**src/rtl/count2421_pkg.sv**
```systemverilog
`default_nettype none
`timescale 1ns/1ps
// ============================================================================
// Module  : count2421_pkg
// Purpose : Shared types, code constants and 2421-code helpers for the
//           count2421 counter and its step sequencer.
// Revision: 1.0 - initial release
// ============================================================================
package count2421_pkg;

  // Sequencer states; explicit 3-bit encoding.
  typedef enum logic [2:0] {
    S_IDLE  = 3'd0,
    S_PULSE = 3'd1,
    S_CHECK = 3'd2,
    S_GAP   = 3'd3,
    S_DONE  = 3'd4
  } state_t;

  localparam logic [3:0] CODE_ZERO = 4'b0000;
  localparam logic [3:0] CODE_NINE = 4'b1111;

  // Codes 0101..1010 never appear in 2421 weighting.
  function automatic logic is_valid_2421(input logic [3:0] code);
    return !((code >= 4'b0101) && (code <= 4'b1010));
  endfunction

  // Successor in 2421 order; 9 wraps to 0, illegal codes recover to 0.
  function automatic logic [3:0] next_2421(input logic [3:0] code);
    logic [3:0] nxt;
    nxt = code + 4'd1;
    if (code == 4'b0100)       nxt = 4'b1011;
    else if (code == CODE_NINE) nxt = CODE_ZERO;
    else if (!is_valid_2421(code)) nxt = CODE_ZERO;
    return nxt;
  endfunction

endpackage
`default_nettype wire

```
**src/rtl/count2421_seq.sv**
```systemverilog
`default_nettype none
`timescale 1ns/1ps
// ============================================================================
// Module  : count2421_seq
// Purpose : Drives the x input of a count2421 digit to advance it n steps,
//           with GAP idle cycles after each check, counting 9->0 carries and
//           flagging illegal codes seen on the digit.
// Revision: 1.0 - initial release
// ============================================================================
module count2421_seq
  import count2421_pkg::*;
#(
  parameter int CNT_W = 4,
  parameter int GAP   = 1
) (
  input  logic             clock,
  input  logic             reset,
  input  logic             start,
  input  logic [CNT_W-1:0] n,
  input  logic [3:0]       digit_in,
  output logic             x,
  output logic             busy,
  output logic             done,
  output logic [CNT_W-1:0] carry_cnt,
  output logic             code_err
);

  localparam bit         HAS_GAP  = (GAP > 0);
  localparam logic [3:0] GAP_LAST = HAS_GAP ? 4'(GAP - 1) : 4'd0;

  state_t           state;
  state_t           state_nx;
  logic [CNT_W-1:0] remaining;
  logic [3:0]       gap_cnt;
  logic [3:0]       prev_code;

  // Next-state selection; remaining is already decremented when CHECK/GAP read it.
  always_comb begin
    state_nx = state;
    case (state)
      S_IDLE:  if (start) state_nx = (n != '0) ? S_PULSE : S_DONE;
      S_PULSE: state_nx = S_CHECK;
      S_CHECK: begin
        if (HAS_GAP)             state_nx = S_GAP;
        else if (remaining != '0) state_nx = S_PULSE;
        else                      state_nx = S_DONE;
      end
      S_GAP:   if (gap_cnt == GAP_LAST) state_nx = (remaining != '0) ? S_PULSE : S_DONE;
      S_DONE:  state_nx = S_IDLE;
      default: state_nx = S_IDLE;
    endcase
  end

  // State, datapath and registered outputs (outputs decoded from the next state).
  always_ff @(posedge clock or posedge reset) begin
    if (reset) begin
      state     <= S_IDLE;
      remaining <= '0;
      gap_cnt   <= '0;
      prev_code <= CODE_ZERO;
      x         <= 1'b0;
      busy      <= 1'b0;
      done      <= 1'b0;
      carry_cnt <= '0;
      code_err  <= 1'b0;
    end else begin
      state <= state_nx;
      x     <= (state_nx == S_PULSE);
      busy  <= (state_nx != S_IDLE);
      done  <= (state_nx == S_DONE);
      case (state)
        S_IDLE: begin
          if (start) begin
            remaining <= n;
            prev_code <= digit_in;
            carry_cnt <= '0;
            code_err  <= 1'b0;
          end
        end
        S_PULSE: remaining <= remaining - CNT_W'(1);
        S_CHECK: begin
          prev_code <= digit_in;
          gap_cnt   <= '0;
          if ((prev_code == CODE_NINE) && (digit_in == CODE_ZERO) && (carry_cnt != '1))
            carry_cnt <= carry_cnt + CNT_W'(1);
          if (!is_valid_2421(digit_in))
            code_err <= 1'b1;
        end
        S_GAP:   gap_cnt <= gap_cnt + 4'd1;
        default: ;
      endcase
    end
  end

endmodule
`default_nettype wire

```
**config.mk**
```make
export PLATFORM = sky130hd
export DESIGN_NAME = count2421_seq
export DESIGN_NICKNAME = d
export VERILOG_FILES = /design/src/rtl/count2421_pkg.sv /design/src/rtl/count2421_seq.sv
export SDC_FILE = /design/constraint.sdc
export NUM_CORES = 1
export LEC_CHECK = 0
export BUFFER_PORTS_ARGS = -buffer_cell sky130_fd_sc_hd__buf_2
export CAP_MARGIN = 20
export CORE_AREA = 2 2 75 48
export CTS_CLUSTER_SIZE = 14
export DETAILED_ROUTE_END_ITERATION = 12
export DIE_AREA = 0 0 77 50
export PLACE_DENSITY = 0.58
export SLEW_MARGIN = 20
export SYNTH_ARGS = -nofsm -noshare
export SYNTH_HDL_FRONTEND = slang
export SYNTH_SLANG_ARGS = --single-unit
```
**constraint.sdc**
```tcl
create_clock -name clock -period 2.25 [get_ports clock]
set_clock_uncertainty 0.15 [all_clocks]
set_input_delay 0.45 -clock clock [delete_from_list [all_inputs] [get_ports clock]]
set_output_delay 0.45 -clock clock [all_outputs]
set_load 0.02 [all_outputs]
```
Yosys cells after proc, flatten, opt, wreduce, memory -nomap -nowiden
Index checks and enable logic that the tools add are counted.
{"block": "word_totals", "register_bits": 23, "latch_bits": 0, "ramBits": 0, "romBits": 0, "in_bits": 11, "output_inout_bits": 8, "word_cells": 56, "mem_count": 0}
{"block": "op_classes", "addsub": 3, "mul": 0, "div_mod_pow": 0, "n_lt_le_gt_ge": 2, "n_eq_ne": 10, "shift": 0, "muxes": 16, "bitwise_logic": 0, "reduce_logical": 16}
{"operator": "4-bit one-hot mux with 2 select lines", "count": 4}
{"operator": "4-bit two-way mux", "count": 4}
{"operator": "3-bit two-way mux", "count": 4}
{"operator": "3-bit one-hot mux with 4 select lines", "count": 1}
{"operator": "4-bit by 1-bit adder with 4-bit output (second input constant)", "count": 2}
{"operator": "4-bit logical NOT", "count": 2}
{"operator": "4-bit nonzero test", "count": 2}
{"operator": "3-bit by 1-bit == test with 1-bit output (second input constant)", "count": 2}
{"operator": "3-bit by 2-bit == test with 1-bit output (second input constant)", "count": 2}
{"operator": "2-bit != test (second input constant)", "count": 3}
{"operator": "3-bit AND reduction", "count": 2}
{"operator": "2-bit nonzero test", "count": 3}
{"operator": "4-bit == test (second input constant)", "count": 1}
{"operator": "4-bit by 3-bit >= comparator with 1-bit output (second input constant)", "count": 1}
{"operator": "4-bit <= comparator (second input constant)", "count": 1}
{"operator": "4-bit != test (second input constant)", "count": 1}
{"operator": "2-bit AND reduction", "count": 2}
{"operator": "4-bit by 1-bit subtractor with 4-bit output (second input constant)", "count": 1}
{"operator": "3-bit == test (second input constant)", "count": 1}
{"operator": "1-bit logical AND", "count": 3}
{"operator": "3-bit logical NOT", "count": 1}
{"operator": "3-bit nonzero test", "count": 1}
{"operator": "1-bit two-way mux", "count": 2}
{"operator": "1-bit one-hot mux with 2 select lines", "count": 1}

Depth between registers and ports, before layout
Gate-level depths: netlist (run 1).
{"block": "logic_depth", "depth_word": 5, "mapped_depth": 6, "ltp_nobuf": 6}

Least setup slack after synthesis (run 1)
OpenSTA, ideal clock, no wires.
{"block": "synth_timing", "path_kind": "reg-to-reg", "startpoint": "register state[1]", "endpoint": "register prev_code[0]", "t_arrival_ps": 1422, "required_ps": 1972, "path_slack_ps": 550, "path_stages_with_launch": 5, "n_path_buf": 1, "synth_period_minus_slack_ps": 1700, "cell_sequence": "dfrtp_1 buf_4 or3b_4 a21oi_4 mux2_1"}
{"block": "synth_via", "elab_chain_cells": 3, "word_cells_on_any_way": 6, "classes_between": "2 x eq/ne; 1 x mux; 3 x reduce/logical"}
{"element": "start: declaration", "line": "count2421_seq.sv:31", "rtl": "state_t state;"}
{"element": "start signal: assignment", "line": "count2421_seq.sv:67", "rtl": "state <= state_nx;"}
{"element": "3-bit by 2-bit == test with 1-bit output / 3-bit logical NOT (equally long branches)", "line": "count2421_seq.sv:71", "rtl": "case (state)"}
{"element": "2-bit nonzero test (no source line) / 2-bit != test (equally long branches)"}
{"element": "2-bit AND reduction (no source line)"}
{"element": "end signal: assignment", "line": "count2421_seq.sv:75", "rtl": "prev_code <= digit_in;"}
{"element": "end signal: assignment", "line": "count2421_seq.sv:82", "rtl": "prev_code <= digit_in;"}
{"element": "end: declaration", "line": "count2421_seq.sv:35", "rtl": "logic [3:0] prev_code;"}
Parallel ways exist; a longest one is shown, timed or not.
A chain may end at the register's enable or synchronous reset.

Worst setup path in the final report (run 1)
{"block": "layout_timing", "startpoint": "register state[1]", "endpoint": "register prev_code[2]"}
The elaborated chain is that of the path after synthesis.

==> key figures, run 1 <==
Clock network
  – TritonCTS sink count: 23
  – Clock tree buffer depth: 2
  – CTS tree: built
  – Num CTS Buffers: 3
  – CTS H-tree depth: 1
  – Clk slew on worst S/H paths: 80 ps
  – CTS hold repair buffers: 0
  – Post-CTS Setup Inserts: 0
  – Root buf cell: clkbuf_8
  – Clock latency on the worst-skew pair: approximately 260 ps
  – Post_cts resized: 0

Layout
  – Most frequent cells in the layout: dfrtp_1, buf_2, nand3_1
  – Final #Nets: 154
  – Layout Cell Area excl Fill: 1410 um^2
  – Layout cells sized above 1: 23.9%
  – # diodes: 0
  – Layout Utilization: 44.5%
  – Synth-to-Final Area Change: 16.1%
  – Most common cell after layout, fill and taps aside: dfrtp_1

Timing
  – Period Utilization, post-route: 80.5%
  – Unrepaired setup endpoints after global routing: no
  – TNS Setup: 0 ps
  – Final Hold Viols: 0
  – Max_slew headroom: between 70% and 80%
  – Endpoints failing setup: 0
  – Fin. max-slew vios: 0
  – Fmax: 552 MHz
  – Tmin final: 1810 ps
  – Worst slew pin tran: ~410 ps

Die
  – Initial Util: 38.3%
  – Chip height: 50 um
  – Die W: 77 um
  – # IOs: 19
  – Die area: between 3000 and 4000 um^2
  – Cell Rows: 16
  – Core Box Area: 3160 um^2

Routing
  – Via/cell ratio: between 4 and 5
  – Routed WL: 2.39 mm
  – Via Count: 911
  – Final ANT Viol Nets: 0
  – Number of DRC markers after the initial detailed-route iteration: 40
  – WL/cell: 13.1 um
  – Drt drc: 0
  – First-pass iteration count of the detailed router: 4

Setup path
  – R2r worst-path depth: 3
  – Critical path required time: 2250 ps
  – Setup Crit Path Kind: register to register
  – Crit path DAT: 1810 ps
  – R2r startpoint: state[1]
  – R2R Setup Slk: 440 ps
  – Critical Path Source Type: register
  – Worst r2r dst: prev_code[2]
  – Crit. End Element: register
  – Worst-path fanout max: 9

Synth
  – Syn nets: 131
  – Synth Cell Area: 1210 um^2
  – Number of synthesized flops with an enable pin: 0
  – Seq/Total Area, Yosys: 47.5%
  – Seq cells post-synth: 23
  – Synthesized instance count: 116
  – Ys Warns: 0
  – Synth cell types: 43
  – Ys flop type: dfrtp_1
  – Asr flop ratio synth: 100%
  – Mean Syn Cell Area: between 10 and 15 um^2

Flow run
  – Max-Cap Viols: 0

Power and ir drop
  – Pwr Density: 1070 nW/um^2
  – Tot Pwr: 1.50 mW
  – VDD IR max: 0.000430 V
  – Leak Pwr: roughly 0.62 nW

Global routing
  – Largest net degree at the start of global routing: 24
  – First-pass GRT wire length: about 4.1 mm
  – Initial antenna violation count: 0
  – Vias in the first global route: 871
  – Tot GR Track Use: 13.4%
  – Overflow after GRT: 0

Placement
  – Placer Congestion: 0.795
  – Post-DP Area: around 1400 um^2
  – Port bufs: 18
  – Final HPWL DP: 1.84 mm

Run status
  – Outcome: finished, final reports clean

Hold path
  – Hold Crit Class: primary input to async pin
[Yosys cell counts (2+ instances only)]
library cell | count | area [um^2]
a21oi_1 | 5 | 25.0
dfrtp_1 | 23 | 576
ha_1 | 4 | 50.1
inv_1 | 6 | 22.5
mux2_1 | 5 | 56.3
mux2i_1 | 3 | 30.0
nand2_1 | 9 | 33.8
nand2b_1 | 2 | 12.5
nand3_1 | 10 | 50.1
nand3b_1 | 2 | 15.0
nor2_1 | 7 | 26.3
nor2b_1 | 2 | 12.5
nor3b_2 | 2 | 25.0
o21ai_1 | 6 | 30.0
o32ai_1 | 2 | 17.5
[routing by layer]
metal | global-route usage, % | part of all wire, %
met5 | 0 | 0
met4 | 2.08 | 0.17
met3 | 4.40 | 5.4
met2 | 18.6 | 40
met1 | 20.3 | 55
[how the worst max path moves through the flow]
stage | endpoint | from | slack, ps | cells after the start
detailed placement | carry_cnt[3] | digit_in[0] | 380 | 4
finish | prev_code[2] | state[1] | 440 | 3
global route | carry_cnt[3] | state[1] | 300 | 4
global placement | carry_cnt[3] | digit_in[0] | 430 | 4
floorplan | prev_code[0] | state[1] | 550 | 4
CTS | prev_code[2] | state[1] | 430 | 3
[report_power, final]
group	internal [mW]	switching (mW)
Sequential	0.557	0.130
Clock	0.124	0.130
Combinational	0.259	0.301
Total	0.940	0.560
[area by class of cell]
type	instances	area (um^2)
flip-flops and latches	23	576
multi-input cells	84	598
repair buffers	20	105
clock inverters	1	5.00
clock buffers	3	41.3
inverters	7	26.3
well taps	45	56.3
fillers	337	1760
[cells by family (layout without fill, tap and decap cells)]
| family | count (synthesis) | count (layout) | synth area share [%] |
|---|---|---|---|
| and+or+nand+nor | 46 | 46 | 22.7 |
| DFF | 23 | 23 | 47.5 |
| buffers and inverters | 9 | 31 | 3.20 |
| adders and majority gates | 4 | 4 | 4.13 |
| muxes | 8 | 8 | 7.12 |
| AOI/OAI and AO/OA | 26 | 26 | 15.4 |
[stage by stage]
step                instances  hold slack, ps  setup WS, ps
finish                    183            61.7           438
global route              183            95.4           304
CTS                       183            67.4           427
detailed placement        179             324           382
global placement          179             315           425
floorplan                 116             299           550
[state kept, by name, indices dropped and copies added (netlist names)]
signal,flops
busy,1
carry_cnt,4
code_err,1
done,1
gap_cnt,4
prev_code,4
remaining,4
state,3
x,1
[worst max-delay path: stages, from the launching register on]
cell and delay (ps):
dfrtp_1 500, or3b_4 500, a21oi_4 210, mux2_1 340
(Power assumes the default switching activity.)
==> inputs of run 2 (changes only) <==
--- a/config.mk
+++ b/config.mk
@@ -5,6 +5,7 @@
 export SDC_FILE = /design/constraint.sdc
 export NUM_CORES = 1
 export LEC_CHECK = 0
+export ABC_AREA = 1
 export BUFFER_PORTS_ARGS = -buffer_cell sky130_fd_sc_hd__buf_2
 export CAP_MARGIN = 20
 export CORE_AREA = 2 2 75 48
==> constraint.sdc (replaced) <==
create_clock -name clock -period 1.7 [get_ports clock]
set_clock_uncertainty 0.15 [all_clocks]
set_input_delay 0.34 -clock clock [delete_from_list [all_inputs] [get_ports clock]]
set_output_delay 0.34 -clock clock [all_outputs]
set_load 0.02 [all_outputs]
==> key figures, run 2 <==
Run status
  – Outcome: finished, final reports clean

Synth
  – Asr flop ratio synth: 100%
  – Synth cell types: 17
  – Most numerous cell in the Yosys netlist: nand2_1
  – Synthesized instance count: ~160
  – Ys Warns: 0
  – Share of the synthesized area in the top cell type: 47.5%
  – Mean Syn Cell Area: approximately 7.5 um^2
  – Post-synth top area cell: dfrtp_1
  – Ys flop type: dfrtp_1
  – Syn nets: 177
  – Synth Cell Area: 1210 um^2
  – Seq/Total Area, Yosys: 47.5%
  – Synth top area cells: dfrtp_1, nand2_1, nor2_1
  – Seq cells post-synth: 23
  – Number of synthesized flops with an enable pin: 0
  – Synth top cells by count: nand2_1, nor2_1, dfrtp_1

Placement
  – Final HPWL DP: 1.86 mm
  – DP Worst Slack: 219 ps
  – Placed Cells incl. Taps: 226
  – Placer Congestion: 0.857
  – Port bufs: 18

Routing
  – First-pass iteration count of the detailed router: 4
  – Final ANT Viol Nets: 0
  – Via/cell ratio: 4.55
  – Via Count: 1052
  – Drt drc: 0
  – Number of DRC markers after the initial detailed-route iteration: 46
  – Routed WL: 2.45 mm
  – WL/cell: ~11 um

Clock network
  – Clk slew on worst S/H paths: about 90 ps
  – CTS H-tree depth: 1
  – Post-CTS Setup Inserts: 0
  – Clock tree buffer depth: 2
  – CTS tree: built
  – Root buf cell: clkbuf_8
  – Clock latency on the worst-skew pair: 270 ps
  – Num CTS Buffers: 3
  – TritonCTS sink count: 23

Flow run
  – Max-Cap Viols: 0

Power and ir drop
  – VDD IR max: slightly above 0.0006 V
  – Logic pwr share: 45.7%
  – Pwr Density: 1590 nW/um^2
  – Leak Pwr: roughly 0.79 nW
  – Internal Power: around 1.3 mW
  – Tot Pwr: 2.25 mW
  – Clock Power Share: 15.3%
  – Flop pwr share: 39.0%
  – Sw Ratio: between 40% and 50%
  – NetSw: 987 uW

Global routing
  – Largest net degree at the start of global routing: 24
  – First-pass GRT wire length: ~4.3 mm
  – Overflow after GRT: 0
  – Vias in the first global route: roughly 1000
  – Initial antenna violation count: 0
  – Tot GR Track Use: 14.3%

Hold path
  – Hold Crit Class: primary input to register
  – Hold Path Stages: 3

Layout
  – Synth-to-Final Area Change: 17.2%
  – # diodes: 0
  – Final #Nets: between 200 and 250
  – Final Non-Filler Cells: 231
  – Layout cells sized above 1: 16.7%
  – Most frequent cells in the layout: nand2_1, nor2_1, dfrtp_1
  – Fill count: 354
  – Most common cell after layout, fill and taps aside: nand2_1

Timing
  – Endpoints failing setup: 0
  – Worst slew pin tran: 297 ps
  – Period Utilization, post-route: roughly 87%
  – Fmax: 677 MHz
  – TNS Setup: 0 ps
  – Final Hold Viols: 0
  – Post-route setup slack: around 220 ps
  – Tmin final: between 1000 and 1500 ps
  – Max_slew headroom: 80.2%
  – Fin. max-slew vios: 0
  – Unrepaired setup endpoints after global routing: no

Setup path
  – R2R Setup Slk: 220 ps
  – CP Buf/Inv Count: 1
  – Kind of cell adding the most delay to the critical path: simple AND/OR/NAND/NOR gates
  – Crit path cell chain: inv_1 -> nor2_2 -> nand2_2 -> nor2_2 -> nand2_2 -> nand2_1 -> nand2_1 -> nand2_1
  – Crit path DAT: 1530 ps
  – Crit. End Element: register
  – Worst-path fanout max: 8
  – R2r worst-path depth: 8
  – CP dominant cell by count: nand2_1
  – Stages on the worst setup path: 8
  – Setup Crit Path Kind: register to register
  – Critical Path Source Type: register
  – CP max-delay cell: dfrtp_1
  – Delay of the slowest critical-path stage: 370 ps
  – Critical path required time: 1750 ps

Die
  – Initial Util: 38.3%
  – Die W: 77 um
  – Cell Rows: 16
  – Core Box Area: 3160 um^2
  – Die area: 3850 um^2
  – # IOs: 19
  – Chip height: approximately 50 um
run 2: cell types whose count changed after synthesis, sizes merged, moves of 3 or more:
cell	change
nor3b	-3
nand3	+5
mux2i	-3
nor2	+21
nand2	+40
o21ai	+5
mux2	-5
inv	+14
run 2: routing by layer:
layer | global-route usage (%) | wire length (um) | up-vias
met5 | 0 | 0 | -
li1 | - | - | 549
met1 | 20.5 | 1380 | 485
met4 | 1.79 | 4 | 0
met3 | 4.76 | 102 | 2
met2 | 21.5 | 963 | 16
run 2: power groups by stage:
stage,Combinational [mW],Clock [mW],Sequential [mW]
after global placement,1.00,0,0.884
after global routing,1.20,0.387,0.901
final,1.03,0.345,0.879
after CTS,1.03,0.359,0.878
after floorplan,0.744,0,0.910
after detailed placement,1.02,0,0.884
run 2: logic make-up after synthesis:
family                   count (synthesis)  share of synthesized area [%]
buffers and inverters                   23                           8.05
XOR/XNOR                                 1                          0.723
flip-flops                              23                           47.5
AO/OA/AOI/OAI                           16                           6.71
AND/OR/NAND/NOR                         95                           32.9
adder cells (fa/ha/maj)                  4                           4.13
run 2: final cells by class:
cell class | count | area, um^2 | area share [%]
Sequential cell | 23 | 576 | 40.5
Multi-Input combinational cell | 116 | 539 | 37.9
Timing Repair Buffer | 22 | 123 | 8.63
Inverter | 21 | 78.8 | 5.55
Tap cell | 45 | 56.3 | 3.96
Clock buffer | 3 | 41.3 | 2.90
Clock inverter | 1 | 7.51 | 0.528
run 2: worst paths after layout:
kind | start | endpoint
min in group asynchronous | reset | carry_cnt[3]
max in group asynchronous | reset | state[2]
hold reg to reg | gap_cnt[2] | gap_cnt[2]
setup reg to reg | state[1] | carry_cnt[0]
hold / removal | digit_in[1] | prev_code[1]
setup / recovery | state[1] | carry_cnt[0]
run 2: worst min-delay path: cells and delay by family:
kind	cells	cell delay (ps)
and+or+nand+nor	2	110
buffers and inverters	1	100
run 2: metrics by stage:
step	area (um^2)	hold WS, ps	utilization (%)
after floorplan	1210	192	-
after global placement	1360	243	43.1
after detailed placement	1360	254	43.1
after CTS	1420	146	44.9
after global routing	1420	156	44.9
final	1420	153	44.9
run 2: repair_timing:
action	4_1_cts	5_1_grt
endpoints found under the hold margin	23	0
resized for setup	0	0
hold buffers	1	0
==> inputs of run 3 (changes only) <==
--- a/config.mk
+++ b/config.mk
@@ -13,6 +13,7 @@
 export DETAILED_ROUTE_END_ITERATION = 12
 export DIE_AREA = 0 0 77 50
 export PLACE_DENSITY = 0.58
+export SKIP_CTS_REPAIR_TIMING = 1
 export SLEW_MARGIN = 20
 export SYNTH_ARGS = -nofsm -noshare
 export SYNTH_HDL_FRONTEND = slang
==> constraint.sdc (replaced) <==
create_clock -name clock -period 1.7 [get_ports clock]
set_clock_uncertainty 0.15 [all_clocks]
set_input_delay 0.085 -clock clock [delete_from_list [all_inputs] [get_ports clock]]
set_output_delay 0.085 -clock clock [all_outputs]
set_load 0.02 [all_outputs]
==> key figures, run 3 (synthesis results as in run 2) <==
Run status
  – Outcome: finished, final reports clean

Global routing
  – Met1 GRT Util: 21.0%
  – GR Util met3: between 4 and 5%
  – Overflow after GRT: 0
  – Initial antenna violation count: 0
  – First-pass GRT wire length: 4.57 mm
  – Vias in the first global route: roughly 1100
  – GR Layer Usage met2: a little under a quarter
  – Top Usage Layer GRT: met2
  – Largest net degree at the start of global routing: 24
  – Tot GR Track Use: 15.0%

Timing
  – Tmin final: 1520 ps
  – Fin. max-slew vios: 0
  – Unrepaired setup endpoints after global routing: no
  – Worst slew pin tran: 386 ps
  – Fmax: 659 MHz
  – TNS Setup: 0 ps
  – Period Utilization, post-route: 89.2%
  – Final Hold Viols: 0
  – Max_slew headroom: between 70% and 80%
  – Endpoints failing setup: 0

Setup path
  – Worst-path fanout max: 8
  – Setup Crit Path Kind: register to register
  – Crit. End Element: register
  – Critical Path Source Type: register
  – Crit path DAT: 1520 ps
  – Critical path required time: 1700 ps

Layout
  – Layout cells sized above 1: around 16%
  – Synth-to-Final Area Change: 20.7%
  – Most frequent cells in the layout: nand2_1, nor2_1, dfrtp_1
  – Final #Nets: ~210
  – Layout Utilization: 46.3%
  – Final Non-Filler Cells: between 200 and 250
  – # diodes: 0
  – Most common cell after layout, fill and taps aside: nand2_1

Die
  – Die W: approximately 77 um
  – Initial Util: 38.3%
  – # IOs: 19
  – Core Box Area: 3160 um^2
  – Die area: a little under 4000 um^2
  – Chip height: roughly 50 um
  – Cell Rows: 16

Power and ir drop
  – VDD IR max: 0.000711 V
  – Pwr Density: 1550 nW/um^2
  – Leak Pwr: 0.807 nW

Routing
  – Via/cell ratio: 4.62
  – Final ANT Viol Nets: 0
  – Drt drc: 0
  – WL/cell: 11.0 um
  – First-pass iteration count of the detailed router: 5
  – Routed WL: around 2.6 mm
  – Via Count: ~1100
  – Number of DRC markers after the initial detailed-route iteration: 63

Clock network
  – TritonCTS sink count: 23
  – CTS tree: built
  – Clock tree buffer depth: 2
  – Clk slew on worst S/H paths: 80 ps
  – Num CTS Buffers: 3
  – CTS H-tree depth: 1
  – Clock latency on the worst-skew pair: ~260 ps
  – Root buf cell: clkbuf_8

Placement
  – Port bufs: 18
  – Final HPWL DP: 1.91 mm
  – Placed Cells incl. Taps: 225
  – Placer Congestion: 0.839

Hold path
  – Hold Crit Class: primary input to register

Flow run
  – Max-Cap Viols: 0
==> run 3: cell count changes in the layout (fill, tap and decap cells not counted) <==
cell,previous run,this run
dlygate4sd3_1,1,6
buf_4,3,2
==> run 3: worst max-delay path, cell delays in order (launching register included) <==
cell,delay (ps)
dfrtp_1,420
nor2_1,180
nand2_1,230
inv_1,200
nand2_1,70
nor2_1,100
o21ai_1,60
==> run 3: layout make-up <==
class	count	area, um^2
Fill cell	338	1700
Multi-Input combinational cell	116	539
Timing Repair Buffer	26	165
Tap cell	45	56.3
Clock inverter	1	7.51
Clock buffer	3	41.3
Sequential cell	23	576
Inverter	21	78.8
==> run 3: metrics by stage <==
step / total power, mW / hold slack, ps / area [um^2] / setup slack (ps)
after global routing: 2.52 / 14.3 / 1460 / 16.8
after detailed placement: 1.91 / -4.86 / 1360 / 217
after floorplan: 1.65 / -63.1 / 1210 / 275
final: 2.26 / 2.22 / 1460 / 183
after CTS: 2.27 / -295 / 1400 / 198
after global placement: 1.88 / -12.4 / 1360 / 273
==> run 3: final timing paths <==
path / startpoint / cells past startpoint / slack (ps) / endpoint
worst max-delay path: state[2] / 6 / 180 / remaining[3]
max in group asynchronous: reset / 4 / 930 / remaining[2]
worst min-delay path: n[3] / 3 / 2 / remaining[3]
worst max register to register: state[2] / 6 / 180 / remaining[3]
min in group asynchronous: reset / 4 / 250 / gap_cnt[2]
worst min register to register: gap_cnt[2] / 1 / 350 / gap_cnt[2]
==> run 3: power by group <==
group / switching, mW / internal (mW) / total (mW)
Clock: 0.178 / 0.166 / 0.343
Combinational: 0.685 / 0.348 / 1.03
Sequential: 0.133 / 0.753 / 0.886
Total: 0.995 / 1.27 / 2.26
==> run 3: layer usage <==
layer	vias to the layer above	share of wire, %
li1	562	-
met1	491	55
met2	30	40
met3	2	4.6
met4	0	0.15
met5	-	0
